==> src/rtl/imm_extend_stage.sv <==
// imm_extend_stage: registered immediate extender with a 2-entry skid buffer; flush squashes held entries; IMM_BRANCH_EN adds the <<2 branch mode; ports clk reset flush in_valid in_ready imm_in mode out_valid out_ready out_data
module imm_extend_stage #(
  parameter int IN_W  = 16,
  parameter int OUT_W = 32
) (
  input  logic             clk,
  input  logic             reset,
  input  logic             flush,
  input  logic             in_valid,
  output logic             in_ready,
  input  logic [IN_W-1:0]  imm_in,
  input  logic [1:0]       mode,
  output logic             out_valid,
  input  logic             out_ready,
  output logic [OUT_W-1:0] out_data
);
  typedef enum logic [1:0] {EMPTY, ONE, TWO} state_t;
  state_t state_q, state_d;
  logic [OUT_W-1:0] or_q, or_d, sk_q, sk_d;
  logic [OUT_W-1:0] sign_ext, zero_ext, upper_ext, br_ext, ext;
  logic accept, consume;
  assign sign_ext  = {{(OUT_W-IN_W){imm_in[IN_W-1]}}, imm_in};
  assign zero_ext  = {{(OUT_W-IN_W){1'b0}}, imm_in};
  assign upper_ext = {imm_in, {(OUT_W-IN_W){1'b0}}};
`ifdef IMM_BRANCH_EN
  assign br_ext = sign_ext << 2;
`else
  assign br_ext = sign_ext;
`endif
  assign ext = mode == 2'd1 ? zero_ext : mode == 2'd2 ? upper_ext : mode == 2'd3 ? br_ext : sign_ext;
  assign in_ready  = state_q != TWO;
  assign out_valid = state_q != EMPTY;
  assign out_data  = or_q;
  assign accept    = in_valid & in_ready;
  assign consume   = out_valid & out_ready;
  always_comb begin
    state_d = flush ? EMPTY
            : state_q == EMPTY ? (accept ? ONE : EMPTY)
            : state_q == ONE ? ((accept && !consume) ? TWO : (consume && !accept) ? EMPTY : ONE)
            : (consume ? ONE : TWO);
    or_d = flush ? or_q
         : (accept && (state_q == EMPTY || consume)) ? ext
         : (state_q == TWO && consume) ? sk_q
         : or_q;
    sk_d = (!flush && accept && state_q == ONE && !consume) ? ext : sk_q;
  end
  always_ff @(posedge clk) begin
    if (reset) begin
      state_q <= EMPTY;
      or_q    <= '0;
      sk_q    <= '0;
    end else begin
      state_q <= state_d;
      or_q    <= or_d;
      sk_q    <= sk_d;
    end
  end
endmodule
==> config.mk <==
export PLATFORM = sky130hd
export DESIGN_NAME = imm_extend_stage
export DESIGN_NICKNAME = d
export VERILOG_FILES = /design/src/rtl/imm_extend_stage.sv
export SDC_FILE = /design/constraint.sdc
export NUM_CORES = 1
export LEC_CHECK = 0
export ABC_AREA = 1
export BUFFER_PORTS_ARGS = -buffer_cell sky130_fd_sc_hd__buf_4
export CAP_MARGIN = 20
export CORE_AREA = 2 2 99 101
export DETAILED_ROUTE_END_ITERATION = 7
export DIE_AREA = 0 0 101 103
export SLEW_MARGIN = 10
export SYNTH_ARGS = -nofsm -noshare
export SYNTH_HDL_FRONTEND = slang
export SYNTH_SLANG_ARGS = --single-unit
==> constraint.sdc <==
create_clock -name clk -period 2.9 [get_ports clk]
set_clock_uncertainty 0.1 [all_clocks]
set_input_delay 0.29 -clock clk [delete_from_list [all_inputs] [get_ports clk]]
set_output_delay 0.29 -clock clk [all_outputs]
set_load 0.005 [all_outputs]
# --- Word-level counts from Yosys, hierarchy flattened ---
# Index checks and enable logic that the tools add are counted.
word_totals:
  latch_bits: 0
  input_bits: 23
  output_inout_bits: 34
  romBits: 0
  ram_bits: 0
  memories: 0
  reg_bits: 66
classes:
  div: 0
  bitwise: 3
  mul: 0
  shift: 0
  n_eq_ne: 5
  reduce_logical: 16
  muxes: 10
  n_addsub: 0
  magnitude_cmp: 0
op_table:
  columns: ["op", "n"]
  rows:
  - ["$mux 32", 3]
  - ["$mux 31", 1]
  - ["$mux 2", 4]
  - ["$logic_and 1x1->1", 7]
  - ["$eq 2x1->1 const B", 2]
  - ["$eq 2x2->1 const B", 2]
  - ["$reduce_bool 2->1", 2]
  - ["$logic_not 1->1", 3]
  - ["$and 1x1->1", 2]
  - ["$logic_not 2->1", 1]
  - ["$mux 1", 2]
  - ["$ne 2x2->1 const B", 1]
  - ["$reduce_and 2->1", 1]
  - ["$reduce_or 2->1", 1]
  - ["$logic_or 1x1->1", 1]
  - ["$not 1->1", 1]

# --- Longest topological paths before layout ---
depth:
  ltp_word: 8
  mapped_depth: 9
  ltp_nobuf: 8

# --- Least setup slack after synthesis ---
# Ideal clock, no wire load.
synth_timing:
  path_kind: "register to register"
  startpoint: "register state_q[1]"
  endpoint: "register or_q[10] (netlist: out_data[10])"
  t_arrival_ns: 1.063
  stages_incl_launch_ff: 9
  setup_slack_ns: 1.622
  period_less_slack_ns: 1.278
  n_path_buf: 1
  cell_sequence: "dfxtp_1 nand2_2 nand2_4 inv_4 nand2_4 buf_6 nand2_1 a21oi_1 nor2_1"
synth_via:
  word_cells_on_any_way: 12
  cone_classes: "eq/ne (2); mux (1); bitwise (2); reduce/logical (7)"
synth_lines:
  columns: ["item", "line_no", "rtl"]
  rows:
  - ["from (decl)", "18", "state_t state_q, state_d;"]
  - ["from (signal assigned)", "53", "state_q <= state_d;"]
  - ["$ne 2x2->1 (*)", "31", "assign in_ready = state_q != TWO;"]
  - ["net in_ready", "10", "output logic in_ready,"]
  - ["$and 1x1->1 (*)", "34", "assign accept = in_valid & in_ready;"]
  - ["$logic_and 1x1->1 (*)", "42", ": (accept && (state_q == EMPTY || consume)) ? ext"]
  - ["$reduce_bool 2->1 (no source line)", null, null]
  - ["$reduce_and 2->1 (no source line)", null, null]
  - ["to (signal assigned)", "54", "or_q <= or_d;"]
  - ["to (decl)", "19", "logic [OUT_W-1:0] or_q, or_d, sk_q, sk_d;"]
# Mark *: on every way through the listed nets, which the timed path passes. The rest lies on a longest branch.
# A chain may end at the register's enable or synchronous reset.

# --- Final worst setup path ---
layout_timing:
  startpoint: "register state_q[1]"
  endpoint: "register or_q[10] (netlist: out_data[10])"
layout_via:
  elab_chain_len: 6
  word_cells_on_any_way: 12
  cone_classes: "eq/ne (2); mux (1); bitwise (2); reduce/logical (7)"
layout_lines:
  columns: ["item", "line_no", "rtl"]
  rows:
  - ["$reduce_bool 2->1", "32", "assign out_valid = state_q != EMPTY;"]
  - ["$and 1x1->1", "35", "assign consume = out_valid & out_ready;"]
  - ["$logic_or 1x1->1", "42", null]
  - ["$logic_and 1x1->1", "42", null]
  - ["$reduce_bool 2->1 (no source line)", null, null]
  - ["$reduce_and 2->1 (no source line)", null, null]
# Several ways; a longest one is shown, not always the timed one.

==> flow_metrics.env <==
export IMPL_power_density_nw_per_um2=524.0
export IMPL_nFillCells=1035
export IMPL_start_kind="flop"
export IMPL_syn_avg_cell_area_um2=6.303
export IMPL_track_usage_pct=16.72
export IMPL_slew_violations=0
export IMPL_gr_total_overflow=0
export IMPL_gp_congestion=0.8280
export IMPL_synth_async_reset_ratio_pct=0
export IMPL_final_common_cell="nand2_1"
export IMPL_dr_pass1_iters=4
export IMPL_ys_ff_latch=66
export IMPL_reg2reg_slack_ps=1000
export IMPL_reg2reg_depth=6
export IMPL_seq_area_frac_synth_pct=41.43
export IMPL_post_cts_buffers=0
export IMPL_synth_cells=506
export IMPL_port_buffer_count=56
export IMPL_fin_util_pct=40.16
export IMPL_hp_class="input pin to flop"
export IMPL_synth_edf_count=0
export IMPL_cts_clk_slew_worst_paths_ps=70
export IMPL_relSlewSlack_pct=45.20
export IMPL_final_cell_mix="nand2_1, inv_1, dfxtp_1"
export IMPL_yosysUniqueCellTypes=20
export IMPL_use_met1_pct=20.99
export IMPL_max_freq_mhz=525.2
export IMPL_vias=3050
export IMPL_drt_antenna_violating_nets=0
export IMPL_ios=57
export IMPL_synth_ff_type="dfxtp_1"
export IMPL_cts_tree="done"
export IMPL_dieArea_um2=10400
export IMPL_grt_use_met2_pct=28.15
export IMPL_hold_ws_ps=148.5
export IMPL_worstPathRequired_ps=3030
export IMPL_nNetsFinal=572
export IMPL_cts_resized=0
export IMPL_finalHoldViolCount=0
export IMPL_drc=0
export IMPL_critPathCaptureType="flop"
export IMPL_antenna_found_initial=0
export IMPL_grt_busiest_layer="met2"
export IMPL_drtIter0Drc=181
export IMPL_hpwlAfterDp_um=5295
export IMPL_yosysWarnings=0
export IMPL_synth_top_area_share_pct=41.43
export IMPL_grt_setup_unrepaired="false"
export IMPL_postCtsHoldBufs=0
export IMPL_syn_num_nets=529
export IMPL_clk_path_buf_depth=2
export IMPL_synth_area_top_cells="dfxtp_1, nand2_1, a21oi_1, inv_1, o21ai_1"
export IMPL_crit_type="flop to flop"
export IMPL_insertion_delay_ps=340
export IMPL_timing_rr_end="out_data[10]$_SDFFE_PP0P_"
export IMPL_p_leak_nw=2.062
export IMPL_worstHoldPathCells=3
export IMPL_rows=36
export IMPL_path_max_fanout=32
export IMPL_n_antenna_cell=0
export IMPL_htreeDepth=3
export IMPL_coreArea_um2=9459
export IMPL_grt_max_degree=66
export IMPL_clock_sinks=66
export IMPL_synth_largest_area_cell="dfxtp_1"
export IMPL_setup_viol=0
export IMPL_grt_pass1_vias=2913
export IMPL_ir_drop_v=0.0002607
export IMPL_fin_crit_sh_pct=65.65
export IMPL_cap_violations=0
export IMPL_fp_dieH_um=103
export IMPL_worstHoldStart="imm_in[10]"
export IMPL_clockRootBuffer="clkbuf_8"
export IMPL_cp_arrival_ps=2030
export IMPL_grt_use_met3_pct=3.322
export IMPL_routed_wl_um=8227
export IMPL_viasPerCell=4.580
export IMPL_tightestPinTransition_ps=820.1
export IMPL_max_stage_delay_ps=570
export IMPL_status="finished clean"
export IMPL_wire_per_inst_um=12.35
export IMPL_cpMaxStageDelayCell="nand3_2"
export IMPL_drive_gt1_share_pct=15.94
export IMPL_syn_to_final_growth_pct=19.11
export IMPL_power_mw=1.991
export IMPL_die_w_um=101
export IMPL_netlist_area_um2=3189
export IMPL_fin_setup_tns_ps=0
export IMPL_cts_buffers=9
export IMPL_hold_end="sk_q[10]$_SDFFE_PP0P_"
export IMPL_start_util_pct=33.72
export IMPL_grt_pass1_wl_um=13520
export IMPL_min_period_ps=1904
export IMPL_r2r_start="state_q[1]$_SDFF_PP0_"
export IMPL_path_cells="nor2_2 -> inv_2 -> nand2_2 -> nand3_2 -> a21oi_1 -> nor2_1"
==> synth_stat cells, types with 2 or more instances <==
master,number
a21oi_1,65
buf_2,14
buf_4,5
clkbuf_1,6
dfxtp_1,66
inv_1,70
inv_2,4
nand2_1,224
nand2_2,4
nand2_4,2
nor2_1,19
nor2_4,3
nor3_1,2
o21ai_0,2
o21ai_1,15
==> cell type report <==
cell class                 count  area (um^2)  share of cell area [%]
clock inverter                 4        45.04                   1.186
timing repair buffer          58        435.4                   11.46
clock buffer                  10        127.6                   3.360
tap                          114        142.6                   3.755
sequential                    66         1321                   34.78
multi-input combinational    339         1443                   37.98
inverter                      75        284.0                   7.477
==> state kept, by name, summed over array words and instances, names as in the netlist <==
name      count
out_data     32
sk_q         32
state_q       2
==> critical path: cells and delay by family, from the launching register on <==
kind                   cells  cell delay (ps)
AOI/OAI and AO/OA          1              430
buffers and inverters      1               50
DFF                        1              350
and+or+nand+nor            4              870
==> how the worst max path moves through the flow <==
stage / slack [ps] / from / endpoint / cells after the start
global route: 850 / state_q[0]$_SDFF_PP0_ / out_data[10]$_SDFFE_PP0P_ / 6
floorplan: 1620 / state_q[1]$_SDFF_PP0_ / out_data[10]$_SDFFE_PP0P_ / 8
CTS: 980 / state_q[1]$_SDFF_PP0_ / out_data[10]$_SDFFE_PP0P_ / 6
global placement: 1010 / state_q[1]$_SDFF_PP0_ / out_data[10]$_SDFFE_PP0P_ / 6
detailed placement: 990 / state_q[1]$_SDFF_PP0_ / out_data[10]$_SDFFE_PP0P_ / 6
finish: 1000 / state_q[1]$_SDFF_PP0_ / out_data[10]$_SDFFE_PP0P_ / 6
==> cell families (layout without fill, tap and decap cells) <==
group | Yosys count | count (layout) | share of synthesized area [%]
buffers and inverters | 101 | 147 | 13.34
AOI/OAI and AO/OA | 82 | 82 | 12.87
and+or+nand+nor | 257 | 257 | 32.37
DFF | 66 | 66 | 41.43
==> power by group <==
part           switching [mW]  internal (mW)  total, mW
sequential             0.0196          0.945      0.965
clock                   0.344          0.384      0.728
combinational           0.179          0.119      0.298
total                   0.543           1.45       1.99
==> metrics by stage <==
step                std cells  worst slack [ps]  instance area [um^2]
floorplan                 506              1622                  3189
global placement          652              1009                  3626
detailed placement        652             988.4                  3626
CTS                       666             984.4                  3799
global route              666             845.4                  3799
finish                    666             996.1                  3799
==> layer usage <==
| metal | up-vias | wire [um] |
|---|---|---|
| li1 | 1599 | - |
| met1 | 1377 | 3722 |
| met2 | 68 | 4099 |
| met3 | 6 | 344 |
| met4 | 0 | 61 |
| met5 | - | 0 |
Note: power is estimated with default switching activity, not from simulation.
